**config.mk**
```make
export PLATFORM = sky130hd
export DESIGN_NAME = vram_arbiter
export DESIGN_NICKNAME = d
export VERILOG_FILES = /design/src/rtl/vram_arbiter.sv
export SDC_FILE = /design/constraint.sdc
export NUM_CORES = 1
export LEC_CHECK = 0
export ABC_AREA = 1
export CAP_MARGIN = 20
export CORE_UTILIZATION = 50
export DETAILED_ROUTE_END_ITERATION = 6
export GPL_TIMING_DRIVEN = 1
export PLACE_DENSITY = 0.85
export SYNTH_ARGS = -nofsm -noshare
export SYNTH_HDL_FRONTEND = slang
export SYNTH_SLANG_ARGS = --single-unit
```
**constraint.sdc**
```tcl
create_clock -name clk -period 3.04 [get_ports clk]
set_clock_uncertainty 0.2 [all_clocks]
set_input_delay 0.304 -clock clk [delete_from_list [all_inputs] [get_ports clk]]
set_output_delay 0.304 -clock clk [all_outputs]
set_load 0.01 [all_outputs]
```
**src/rtl/vram_arbiter.sv**
```systemverilog
// vram_arbiter: single-port VRAM arbiter. It serves VGA reads, drains a CPU
// write buffer, and optionally serves CPU reads (macro VRAM_CPU_READ_EN).
// Priority: VGA read > CPU read > buffer drain. A starve counter lets the
// drain take one cycle ahead of VGA after STARVE_LIM consecutive denials.
//
// Handshakes: a request is a level that the requester holds until the
// combinational grant is seen high in the same cycle. The operation takes
// place in the grant cycle N. Read data comes back with a one-cycle *_valid
// pulse in cycle N+2, and *_data keeps its value between pulses.
// CPU writes are fire-and-forget pulses, accepted whenever cpu_wr_full is low.
module vram_arbiter #(
  parameter int ADDR_W     = 11,
  parameter int FIFO_DEPTH = 4,
  parameter int STARVE_LIM = 15
) (
  input  logic              clk,
  input  logic              reset_n,
  input  logic              cpu_wr_req,
  input  logic [ADDR_W-1:0] cpu_wr_addr,
  input  logic [7:0]        cpu_wr_data,
  output logic              cpu_wr_full,
  input  logic              vga_rd_req,
  input  logic [ADDR_W-1:0] vga_rd_addr,
  output logic              vga_rd_grant,
  output logic [7:0]        vga_rd_data,
  output logic              vga_rd_valid,
`ifdef VRAM_CPU_READ_EN
  input  logic              cpu_rd_req,
  input  logic [ADDR_W-1:0] cpu_rd_addr,
  output logic              cpu_rd_grant,
  output logic [7:0]        cpu_rd_data,
  output logic              cpu_rd_valid,
`endif
  output logic [ADDR_W-1:0] ram_addr,
  output logic [7:0]        ram_wdata,
  output logic              ram_we,
  input  logic [7:0]        ram_rdata,
  output logic              wr_overflow,
  output logic              busy
);

  localparam int PTR_W = (FIFO_DEPTH > 1) ? $clog2(FIFO_DEPTH) : 1;
  localparam int CNT_W = PTR_W + 1;
  localparam int STV_W = (STARVE_LIM > 0) ? $clog2(STARVE_LIM + 1) : 1;
  localparam int ENT_W = ADDR_W + 8;
  localparam logic [CNT_W-1:0] DEPTH_C  = CNT_W'(FIFO_DEPTH);
  localparam logic [STV_W-1:0] STV_MAX  = STV_W'(STARVE_LIM);

  // Write buffer entries hold {addr, data}
  logic [ENT_W-1:0] fifo_q [FIFO_DEPTH];
  logic [ENT_W-1:0] fifo_d [FIFO_DEPTH];
  logic [PTR_W-1:0] wr_ptr_q, wr_ptr_d, rd_ptr_q, rd_ptr_d;
  logic [CNT_W-1:0] count_q, count_d;
  logic [STV_W-1:0] starve_q, starve_d;
  logic             overflow_q, overflow_d;
  logic             vga_pend_q, vga_pend_d, vga_valid_q, vga_valid_d;
  logic [7:0]       vga_data_q, vga_data_d;
`ifdef VRAM_CPU_READ_EN
  logic             cpu_pend_q, cpu_pend_d, cpu_valid_q, cpu_valid_d;
  logic [7:0]       cpu_data_q, cpu_data_d;
`endif

  logic nonempty, full, starve_ovr, vga_grant, drain_grant, cpu_grant, push;
  logic [ENT_W-1:0] head;

  // Arbitration: VGA first unless the drain has starved, then CPU read, then drain
  always_comb begin
    nonempty    = (count_q != '0);
    full        = (count_q == DEPTH_C);
    starve_ovr  = nonempty && (starve_q >= STV_MAX);
    vga_grant   = vga_rd_req && !starve_ovr;
`ifdef VRAM_CPU_READ_EN
    // Reads wait for an empty buffer so they never overtake a pending write
    cpu_grant   = cpu_rd_req && !nonempty && !vga_grant;
`else
    cpu_grant   = 1'b0;
`endif
    drain_grant = nonempty && (starve_ovr || !vga_rd_req);
    push        = cpu_wr_req && !full;
    head        = fifo_q[rd_ptr_q];
  end

  // Next state for write buffer, starve counter and read return pipes
  always_comb begin
    fifo_d   = fifo_q;
    wr_ptr_d = wr_ptr_q;
    rd_ptr_d = rd_ptr_q;
    count_d  = count_q;
    if (push) begin
      fifo_d[wr_ptr_q] = {cpu_wr_addr, cpu_wr_data};
      wr_ptr_d         = wr_ptr_q + 1'b1;
    end
    if (drain_grant) begin
      rd_ptr_d = rd_ptr_q + 1'b1;
    end
    if (push && !drain_grant) begin
      count_d = count_q + 1'b1;
    end else if (!push && drain_grant) begin
      count_d = count_q - 1'b1;
    end
    // A write arriving while full is lost even if a pop frees a slot this cycle
    overflow_d  = overflow_q | (cpu_wr_req & full);
    starve_d    = (!nonempty || drain_grant) ? '0 : starve_q + 1'b1;
    vga_pend_d  = vga_grant;
    vga_valid_d = vga_pend_q;
    vga_data_d  = vga_pend_q ? ram_rdata : vga_data_q;
`ifdef VRAM_CPU_READ_EN
    cpu_pend_d  = cpu_grant;
    cpu_valid_d = cpu_pend_q;
    cpu_data_d  = cpu_pend_q ? ram_rdata : cpu_data_q;
`endif
  end

  // RAM port follows whichever requester holds the grant this cycle
  always_comb begin
    ram_addr  = '0;
    ram_wdata = '0;
    ram_we    = 1'b0;
    if (vga_grant) begin
      ram_addr = vga_rd_addr;
`ifdef VRAM_CPU_READ_EN
    end else if (cpu_grant) begin
      ram_addr = cpu_rd_addr;
`endif
    end else if (drain_grant) begin
      ram_addr  = head[ENT_W-1:8];
      ram_wdata = head[7:0];
      ram_we    = 1'b1;
    end
  end

  // State registers, cleared asynchronously so buffered work is discarded
  always_ff @(posedge clk or negedge reset_n) begin
    if (!reset_n) begin
      for (int i = 0; i < FIFO_DEPTH; i++) fifo_q[i] <= '0;
      wr_ptr_q    <= '0;
      rd_ptr_q    <= '0;
      count_q     <= '0;
      starve_q    <= '0;
      overflow_q  <= 1'b0;
      vga_pend_q  <= 1'b0;
      vga_valid_q <= 1'b0;
      vga_data_q  <= 8'h00;
`ifdef VRAM_CPU_READ_EN
      cpu_pend_q  <= 1'b0;
      cpu_valid_q <= 1'b0;
      cpu_data_q  <= 8'h00;
`endif
    end else begin
      fifo_q      <= fifo_d;
      wr_ptr_q    <= wr_ptr_d;
      rd_ptr_q    <= rd_ptr_d;
      count_q     <= count_d;
      starve_q    <= starve_d;
      overflow_q  <= overflow_d;
      vga_pend_q  <= vga_pend_d;
      vga_valid_q <= vga_valid_d;
      vga_data_q  <= vga_data_d;
`ifdef VRAM_CPU_READ_EN
      cpu_pend_q  <= cpu_pend_d;
      cpu_valid_q <= cpu_valid_d;
      cpu_data_q  <= cpu_data_d;
`endif
    end
  end

  assign cpu_wr_full  = full;
  assign busy         = nonempty;
  assign wr_overflow  = overflow_q;
  assign vga_rd_grant = vga_grant;
  assign vga_rd_valid = vga_valid_q;
  assign vga_rd_data  = vga_data_q;
`ifdef VRAM_CPU_READ_EN
  assign cpu_rd_grant = cpu_grant;
  assign cpu_rd_valid = cpu_valid_q;
  assign cpu_rd_data  = cpu_data_q;
`endif

endmodule

```
==> results.yml <==
sta:
  finalSetupViolations: 0
  final_max_slew_viol_count: 0
  worst_pin_slew_ns: 0.631
  finalSetupTns_ns: 0
  rsz0062_at_grt: "false"
  period_needed_ns: 2.79
  fmax_ghz: 0.358
  final_hold_viol_count: 0
  timing.final.crit_share: 0.919
  slew_headroom: 0.579
worst_setup_path:
  crit_arrival_ns: 2.29
  crit_path_cell_trace: "ha_1 > nand2_1 > nor2_1 > nand2_1 > nand3_1 > nand2_1 > clkdlybuf4s50_1"
  reg2reg_depth: 11
  required_ns: 2.54
  crit_start: "starve_q[0]"
  critical_path.startpoint_type: "flip-flop"
  path_max_fanout: 11
  path_buf_inv: 1
  crit_type: "reg -> out"
  crit_slowest_cell: "clkdlybuf4s50_1"
  crit_family: "simple AND/OR/NAND/NOR gates"
  slowest_delay_ns: 0.53
  end_kind: "primary output"
  reg2reg_from: "starve_q[0]"
  crit_top_cell: "nand2_1"
  cp_num_cells: 7
logic_synthesis:
  synth_commonest_cells: "167 x nand2_1, 98 x dfrtp_1, 75 x inv_1"
  synth_edf_count: 0
  synth_area_leader_cell: "dfrtp_1"
  synth_seq_area_share: 0.504
  synth_top_area_share: 0.504
  synth.most_common_cell: "nand2_1"
  ys_seq_elements: 98
  ys.flop_type: "dfrtp_1"
  ys_types: 26
  synth.avg_cell_area_um2: 8.31
  yosysWarnings: 0
  syn_nets: 634
  syn_area_mm2: 0.00486
  syn-instance-count: 585
  ys_top_cells_by_area: "dfrtp_1 50%, nand2_1 13%, inv_1 5.8%"
  synth-async-reset-ratio: 1.00
status:
  status: "finished, final reports clean"
routing:
  first_pass_iters: 5
  drt-initial-drc-count: 246
  avgRoutedWirePerCell_um: 13.4
  wl_um: 10500
  antenna_left: 0
  num_vias: 3917
  via_per_inst: 5.01
  route.detailed.drc: 0
die:
  initial_utilization: 0.521
  ios: 75
  fp.dieW_um: 101
  rows: 35
  dieArea_mm2: 0.0101
  core_area_mm2: 0.00933
  die_y_um: 101
finish:
  fill_cells: 796
  areaGrowthSynthToFinish_pct: 19.7
  finalNonFillerCells: 782
  final_cell_area_mm2: 0.00582
  finalNetCount: 697
  antennaDiodeCount: 0
  final_util: 0.624
  drive_gt1_frac: 0.0949
placed_design:
  placedCellCount: 765
  portBuffers: 74
  place_area_mm2: 0.00559
  hpwl_um: 7060
  gp_congestion: 0.751
job:
  max_cap_violations: 0
grt:
  grtUsageTotal: 0.230
  grt_pass1_wl_um: 18200
  grt_start_max_net_pins: 99
  antenna_found_initial: 0
  grt_remaining_overflow: 0
  grt_pass1_vias: 3932
power:
  power_leakage_nw: 2.89
  p_per_area_mw_per_mm2: 949
  ir_drop_mv: 0.430
clock_tree:
  cts_root_buf: "clkbuf_8"
  clock_latency_ns: 0.35
  htreeDepth: 3
  ctsLongestPathBuffers: 2
  cts_tree: "done"
  numCtsBuffers: 9
  clk_pin_slew_worst_paths_ns: 0.09
  clock-sinks: 98
worst_hold_path:
  hp-class: "reg -> reg"
  hold-path-cell-count: 1
  min_from: "starve_q[0]"
[metal layers]
| layer | vias to the layer above | wire, µm | share of wire | global-route usage |
|---|---|---|---|---|
| met3 | 18 | 509 | 0.049 | 0.0319 |
| met2 | 114 | 5300 | 0.51 | 0.410 |
| met4 | 0 | 172 | 0.016 | 0.0892 |
| met1 | 1837 | 4490 | 0.43 | 0.284 |
| li1 | 1948 | - | - | - |
| met5 | - | 0 | 0 | 0 |
[cell families (layout without fill, tap and decap cells)]
logic type	count (synthesis)	count (layout)	synth area share
and+or+nand+nor	249	249	0.211
DFF	98	98	0.504
AOI/OAI and AO/OA	106	106	0.123
muxes	8	8	0.0185
adders and majority gates	7	7	0.0196
xor gates and xnor gates	5	5	0.00900
buffers and inverters	112	180	0.115
[stage by stage]
stage	setup WS [ns]	hold slack [ns]	power, mW
3_3_place_gp	0.524	0.192	4.46
3_5_place_dp	0.522	0.198	4.63
5_1_grt	0.0437	0.303	6.02
6_report	0.246	0.273	5.53
2_1_floorplan	0.835	-0.192	3.92
4_1_cts	0.147	0.276	5.55
[state kept, by name (all words and copies together), names as in the netlist]
register / cells
vga_rd_data: 8
starve_q: 4
count_q: 3
wr_overflow: 1
wr_ptr_q: 2
rd_ptr_q: 2
vga_pend_q: 1
fifo_q: 76
vga_rd_valid: 1
[repair_timing]
item / CTS / global route
endpoints found under the hold margin: 98 / 0
setup buffers: 0 / 0
gates resized for setup: 0 / 3
hold buffers: 1 / 0
endpoints found under the setup margin: 0 / 9
[report_power, final]
group	switching [mW]	leakage, nW	internal, mW	total, mW
Sequential	0.340	1.22	1.84	2.18
Combinational	1.42	1.56	1.01	2.43
Clock	0.427	0.109	0.484	0.911
[worst reg2reg max path, cell delays in order, from the launching register on]
cell and delay (ns):
dfrtp_1 0.41, ha_1 0.24, nand2_1 0.09, nor2_1 0.07
o21ai_1 0.28, ha_1 0.22, inv_1 0.07, fa_1 0.39
inv_1 0.08, nand2_1 0.05, nand3_1 0.09, xor2_1 0.14
[final cells by class]
cell class	instances	area, µm²	area share
flip-flops and latches	98	2450	0.421
multi-input cells	375	1850	0.318
repair buffers	85	836	0.144
inverters	79	299	0.0514
well taps	129	161	0.0277
clock buffers	11	141	0.0243
clock inverters	5	77.6	0.0133
[path summary, 6_finish.rpt]
check                      slack (ns)           to
setup / recovery                 0.25  ram_addr[9]
hold / removal                   0.27  starve_q[0]
setup reg to reg                 0.65   count_q[2]
hold reg to reg                  0.27  starve_q[0]
max in group asynchronous        1.91  rd_ptr_q[0]
min in group asynchronous        0.34   fifo_q[42]
[layout by cell type, fill, tap and decap left out]
cell type        count
nand3_4              1
o21ai_1             30
ha_1                 6
a21oi_2              1
nand2_1            167
dfrtp_2              1
inv_1               75
inv_4                1
dlygate4sd3_1        1
o21ai_2             16
nand3_2              5
buf_4               10
clkbuf_1             1
mux2_2               8
o21ai_0             49
inv_2                3
a21oi_1              9
nor2_1              38
nor3_1               1
buf_12               1
nand3_1             37
fa_1                 1
a21o_1               1
bufinv_16            2
clkdlybuf4s50_1     73
clkbuf_8            10
xor2_1               4
dfrtp_1             97
clkinvlp_4           1
xnor2_1              1
clkinv_2             2
Power figures use the tool's default switching activity.
